## config.mk

```make
export PLATFORM = sky130hd
export DESIGN_NAME = fetch_unit
export DESIGN_NICKNAME = d
export VERILOG_FILES = /design/src/rtl/fetch_unit.sv
export SDC_FILE = /design/constraint.sdc
export NUM_CORES = 1
export LEC_CHECK = 0
export ABC_AREA = 1
export CORE_MARGIN = 8
export CORE_UTILIZATION = 42
export CTS_CLUSTER_SIZE = 25
export DETAILED_ROUTE_END_ITERATION = 10
export GPL_TIMING_DRIVEN = 0
export HOLD_SLACK_MARGIN = 0.1
export PLACE_DENSITY = 0.71
export SYNTH_ARGS = -nofsm -noshare
export SYNTH_HDL_FRONTEND = slang
export SYNTH_SLANG_ARGS = --single-unit
```

## constraint.sdc

```tcl
create_clock -name clk -period 2.75 [get_ports clk]
set_input_delay 0.55 -clock clk [delete_from_list [all_inputs] [get_ports clk]]
set_output_delay 0.55 -clock clk [all_outputs]
set_load 0.01 [all_outputs]
```

## src/rtl/fetch_unit.sv

```systemverilog
// Instruction-fetch stage. It owns the fetch PC and issues in-order word reads
// to instruction memory. Each returned word is paired with the PC it was fetched
// from and held in a small circular buffer, which decode drains through a
// valid/ready handshake. A redirect restarts fetch at a new target. Responses
// still in flight for wrong-path requests are counted in a drop counter and
// discarded as they arrive.
module fetch_unit #(
  parameter logic [31:0] RESET_PC = 32'h0000_0000,
  parameter int unsigned DEPTH    = 2
) (
  input  logic        clk,
  input  logic        rst,
  input  logic        redirect,
  input  logic [31:0] redirect_pc,
  output logic        imem_req,
  output logic [31:0] imem_addr,
  input  logic        imem_gnt,
  input  logic        imem_rvalid,
  input  logic [31:0] imem_rdata,
  output logic        inst_valid,
  output logic [31:0] inst,
  output logic [31:0] inst_pc,
  input  logic        inst_ready
);

  localparam int unsigned AW = (DEPTH > 1) ? $clog2(DEPTH) : 1;
  localparam int unsigned CW = AW + 1;
  localparam logic [CW-1:0] CNT_ZERO = {CW{1'b0}};
  localparam logic [CW:0]   DEPTH_W  = (CW + 1)'(DEPTH);
  localparam logic [AW-1:0] PTR_ZERO = {AW{1'b0}};
  localparam logic [AW-1:0] PTR_ONE  = AW'(1);

  logic [31:0]      fpc_q, fpc_d;
  logic [31:0]      pc_q   [DEPTH];
  logic [31:0]      pc_d   [DEPTH];
  logic [31:0]      word_q [DEPTH];
  logic [31:0]      word_d [DEPTH];
  logic [DEPTH-1:0] filled_q, filled_d;
  logic [AW-1:0]    alloc_q, alloc_d;
  logic [AW-1:0]    fill_q, fill_d;
  logic [AW-1:0]    head_q, head_d;
  logic [CW-1:0]    count_q, count_d;   // allocated entries
  logic [CW-1:0]    pend_q, pend_d;     // allocated entries still awaiting data
  logic [CW-1:0]    drop_q, drop_d;     // wrong-path responses still to discard

  logic accept_s;
  logic consume_s;
  logic resp_drop_s;
  logic resp_fill_s;

  // Slots are shared by outstanding requests and buffered words, so the
  // discard backlog also holds off new requests.
  assign imem_req   = !rst && !redirect && (({1'b0, count_q} + {1'b0, drop_q}) < DEPTH_W);
  assign imem_addr  = fpc_q;
  assign inst_valid = !rst && (count_q != CNT_ZERO) && filled_q[head_q];
  assign inst       = word_q[head_q];
  assign inst_pc    = pc_q[head_q];

  // Handshake qualifiers for the current cycle.
  always_comb begin
    accept_s    = imem_req && imem_gnt;
    consume_s   = inst_valid && inst_ready;
    resp_drop_s = imem_rvalid && (drop_q != CNT_ZERO);
    resp_fill_s = imem_rvalid && (drop_q == CNT_ZERO) && (pend_q != CNT_ZERO);
  end

  // Next-state logic: redirect flushes everything, otherwise consume/fill/allocate.
  always_comb begin
    fpc_d    = fpc_q;
    pc_d     = pc_q;
    word_d   = word_q;
    filled_d = filled_q;
    alloc_d  = alloc_q;
    fill_d   = fill_q;
    head_d   = head_q;
    count_d  = count_q;
    pend_d   = pend_q;
    drop_d   = drop_q;
    if (redirect) begin
      // Clearing the low bits with a mask keeps every target bit in the logic.
      fpc_d    = redirect_pc & 32'hFFFF_FFFC;
      filled_d = {DEPTH{1'b0}};
      alloc_d  = PTR_ZERO;
      fill_d   = PTR_ZERO;
      head_d   = PTR_ZERO;
      count_d  = CNT_ZERO;
      pend_d   = CNT_ZERO;
      // Every request still in flight must be discarded. A response that
      // arrives this very cycle is already one of them and is gone now.
      drop_d   = drop_q + pend_q
               - CW'(imem_rvalid && ((drop_q != CNT_ZERO) || (pend_q != CNT_ZERO)));
    end else begin
      // The consumed head is never the entry being filled or allocated this cycle.
      if (consume_s) begin
        filled_d[head_q] = 1'b0;
        head_d           = head_q + PTR_ONE;
      end else begin
        head_d = head_q;
      end
      if (resp_drop_s) begin
        drop_d = drop_q - CW'(1);
      end else if (resp_fill_s) begin
        word_d[fill_q]   = imem_rdata;
        filled_d[fill_q] = 1'b1;
        fill_d           = fill_q + PTR_ONE;
      end else begin
        drop_d = drop_q;
      end
      if (accept_s) begin
        pc_d[alloc_q]     = fpc_q;
        filled_d[alloc_q] = 1'b0;
        alloc_d           = alloc_q + PTR_ONE;
        fpc_d             = fpc_q + 32'd4;
      end else begin
        fpc_d = fpc_q;
      end
      count_d = count_q + CW'(accept_s) - CW'(consume_s);
      pend_d  = pend_q + CW'(accept_s) - CW'(resp_fill_s);
    end
  end

  // Control state register with synchronous reset.
  always_ff @(posedge clk) begin
    if (rst) begin
      fpc_q    <= RESET_PC;
      filled_q <= {DEPTH{1'b0}};
      alloc_q  <= PTR_ZERO;
      fill_q   <= PTR_ZERO;
      head_q   <= PTR_ZERO;
      count_q  <= CNT_ZERO;
      pend_q   <= CNT_ZERO;
      drop_q   <= CNT_ZERO;
    end else begin
      fpc_q    <= fpc_d;
      filled_q <= filled_d;
      alloc_q  <= alloc_d;
      fill_q   <= fill_d;
      head_q   <= head_d;
      count_q  <= count_d;
      pend_q   <= pend_d;
      drop_q   <= drop_d;
    end
  end

  // Buffer payload; it is only ever read behind a set filled flag, so it needs no reset.
  always_ff @(posedge clk) begin
    pc_q   <= pc_d;
    word_q <= word_d;
  end

endmodule

```

==> results_dict.tcl <==
set metrics [dict create \
    dpl_cell_area_sq_um 9344 \
    post-synth-top-count-cell "nand2_1" \
    htreeDepth 4 \
    cts_setup_buffers 0 \
    whs_ns 0.4768 \
    hpwl_mm 13.94 \
    grt_pass1_vias 5585 \
    power_leakage_nw 3.839 \
    die_area_sq_um 22170 \
    synth-edff-count 124 \
    wl_per_cell_um 15.51 \
    fin_area_sq_um 9975 \
    initial_core_util_pct 42.90 \
    final-max-slew-violation-count 0 \
    hold_violations 0 \
    worstPathMaxFanout 10 \
    grt_usage_pct 17.40 \
    clkTransAtPathRegs_ns 0.07 \
    antenna_left 0 \
    totalWireLength_mm 19.06 \
    combPwrFrac_pct 8.2 \
    vias 5889 \
    swShare_pct 25.17 \
    fin_skew_ns 0.009161 \
    slowest_stage "clkdlybuf4s50_1" \
    worstMarginPinSlew_ns 0.9825 \
    antenna_cells 0 \
    hold_class "input port to register" \
    crit_family "buffers and inverters" \
    ys_seq_area_share_pct 61.25 \
    timing.fmax_ghz 0.3868 \
    drive_gt1_share_pct 8.466 \
    fin_crit_ns 2.585 \
    period_share_pct 94.00 \
    final_cells 1229 \
    antenna_found_initial 0 \
    path_class "register to output pin" \
    p_sw_mw 1.413 \
    pwr-share-clk_pct 41.9 \
    grt_setup_unrepaired "false" \
    crit_top_cell "nand2_1" \
    maxSlewHeadroom_pct 34.35 \
    powerDensity_nw_per_um2 563.0 \
    numClockSinks 165 \
    io_buffers 160 \
    setup_violations 0 \
    numCtsBuffers 17 \
    slowest_delay_ns 0.60 \
    grt_max_degree 33 \
    die_w_um 148.9 \
    die_h_um 148.9 \
    crit_buf_inv 3 \
    pre_cts_slack_ns 0.04859 \
    post-synth-top-area-cell "edfxtp_1" \
    reg2reg_slack_ns 0.25 \
    end_kind "output pin" \
    routabilityCongestion 0.9011 \
    syn_area_sq_um 7420 \
    ys_ff_latch 165 \
    dp.cells 1197 \
    critPathArrivalTime_ns 2.03 \
    yosys_warnings 0 \
    clkLatencyLatePin_ns 0.43 \
    grt_first_pass_wirelength_mm 29.79 \
    clk_path_buf_depth 2 \
    netlist_top_cells_area "edfxtp_1 (50%), nand2_1 (17%), dfxtp_1 (11%)" \
    status "completed" \
    cap_violations 0 \
    timing.final.ws_setup_ns 0.1650 \
    yosys.area.top_type_share_pct 50.19 \
    crit_required_ns 2.20 \
    synthArstFlopShare_pct 0 \
    synth_commonest_cells "nand2_1 (339), edfxtp_1 (124), inv_1 (65), nor2_1 (58), dfxtp_1 (41)" \
    via_per_inst 4.792 \
    avgSynthCellArea_sq_um 9.171 \
    path_cells "buf_2 -> clkbuf_2 -> nand2_1 -> nand2_1 -> clkdlybuf4s50_1" \
    synth_cells 809 \
    rows 48 \
    dr.pass1.iters 5 \
    peakVddDrop_uv 426.1 \
    fin_nets 1070 \
    ys_types 34 \
    drt-initial-drc-count 367 \
    cp-start-kind "register" \
    power.internal_mw 4.202 \
    cts_tree "built" \
    coreArea_sq_um 17300 \
    cts_root_buf "clkbuf_16" \
    gr-total-overflow 0 \
    syn2layout_area_growth_pct 34.44 \
    seqPwrFrac_pct 49.9 \
    drcViolationCount 0 \
    synth_ff_type "edfxtp_1" \
    ios 168 \
]
-- routing by layer --
metal	global-route usage, %	wire, um	vias up
met1	21.28	8239	2699
met5	0	0	-
met3	4.885	1294	20
met4	7.118	415	0
li1	-	-	2994
met2	28.46	9115	176
-- what timing repair did --
item	CTS	global route
setup endpoints to repair	59	47
cloned	0	0
hold buffers	0	0
resized for setup	8	13
-- power by group through the flow --
stage | clock, mW | combinational, mW | sequential (mW)
after floorplan | 0 | 0.199 | 2.85
after detailed placement | 0 | 0.461 | 2.85
final | 2.35 | 0.461 | 2.80
after CTS | 2.40 | 0.465 | 2.80
after global routing | 2.49 | 0.511 | 2.81
after global placement | 0 | 0.453 | 2.85
-- worst paths after layout --
check / startpoint / end / cells past startpoint
setup / recovery: head_q$_SDFFE_PP0N_ / inst_pc[8] / 5
hold / removal: redirect / head_q$_SDFFE_PP0N_ / 4
setup reg to reg: count_q[0]$_SDFF_PP0_ / pc_q[19]$_DFFE_PP_ / 7
hold reg to reg: filled_q[1]$_SDFF_PP0_ / filled_q[1]$_SDFF_PP0_ / 2
-- final cells by class --
class | instances | area [sq um]
fillers | 1507 | 7322
flip-flops and latches | 165 | 4544
multi-input cells | 549 | 2491
repair buffers | 160 | 1604
clock buffers | 17 | 425.4
well taps | 225 | 281.5
inverters | 67 | 254.0
plain buffers | 31 | 190.2
clock inverters | 15 | 183.9
-- state kept, by name (all words and copies together), names as in the netlist --
signal     count
alloc_q        1
count_q        2
head_q         1
filled_q       2
fill_q         1
pc_q          60
imem_addr     30
word_q        64
drop_q         2
pend_q         2
-- per-stage QoR --
stage          utilization (%)  TNS [ns]  total power, mW
2_1_floorplan                -    -11.14            3.045
3_3_place_gp             53.85   -152.42            3.306
3_5_place_dp             54.02         0            3.315
4_1_cts                  57.60         0            5.658
5_1_grt                  57.67         0            5.808
6_report                 57.67         0            5.615
-- cells by family after synthesis --
| kind of cell | synth area share (%) |
|---|---|
| AND/OR/NAND/NOR | 24.06 |
| flip-flops | 61.25 |
| buffers and inverters | 5.733 |
| AO/OA/AOI/OAI | 5.514 |
| XOR/XNOR | 1.771 |
| adder cells (fa/ha/maj) | 1.619 |
| other | 0.05054 |
-- tightest hold or removal path: cells and delay by family --
| family | cells | cell delay [ns] |
|---|---|---|
| buf+inv | 1 | 0.13 |
| compound gates | 2 | 0.11 |
| simple gates | 1 | 0.07 |
-- cells in the final DEF (no fill, tap or decap), types with 8 or more instances in the layout --
master / synthesis / routed
dfxtp_1: 41 / 41
clkbuf_16: 0 / 17
nand3_1: 24 / 24
inv_1: 65 / 65
ha_1: 8 / 8
xnor2_1: 8 / 8
a21oi_1: 31 / 31
a31oi_1: 8 / 8
clkbuf_2: 1 / 9
edfxtp_1: 124 / 124
clkdlybuf4s50_1: 0 / 159
nor2_1: 58 / 54
nor2_4: 5 / 9
nand2_1: 339 / 339
o21ai_0: 30 / 30
Note: power is estimated with default switching activity, not from simulation.
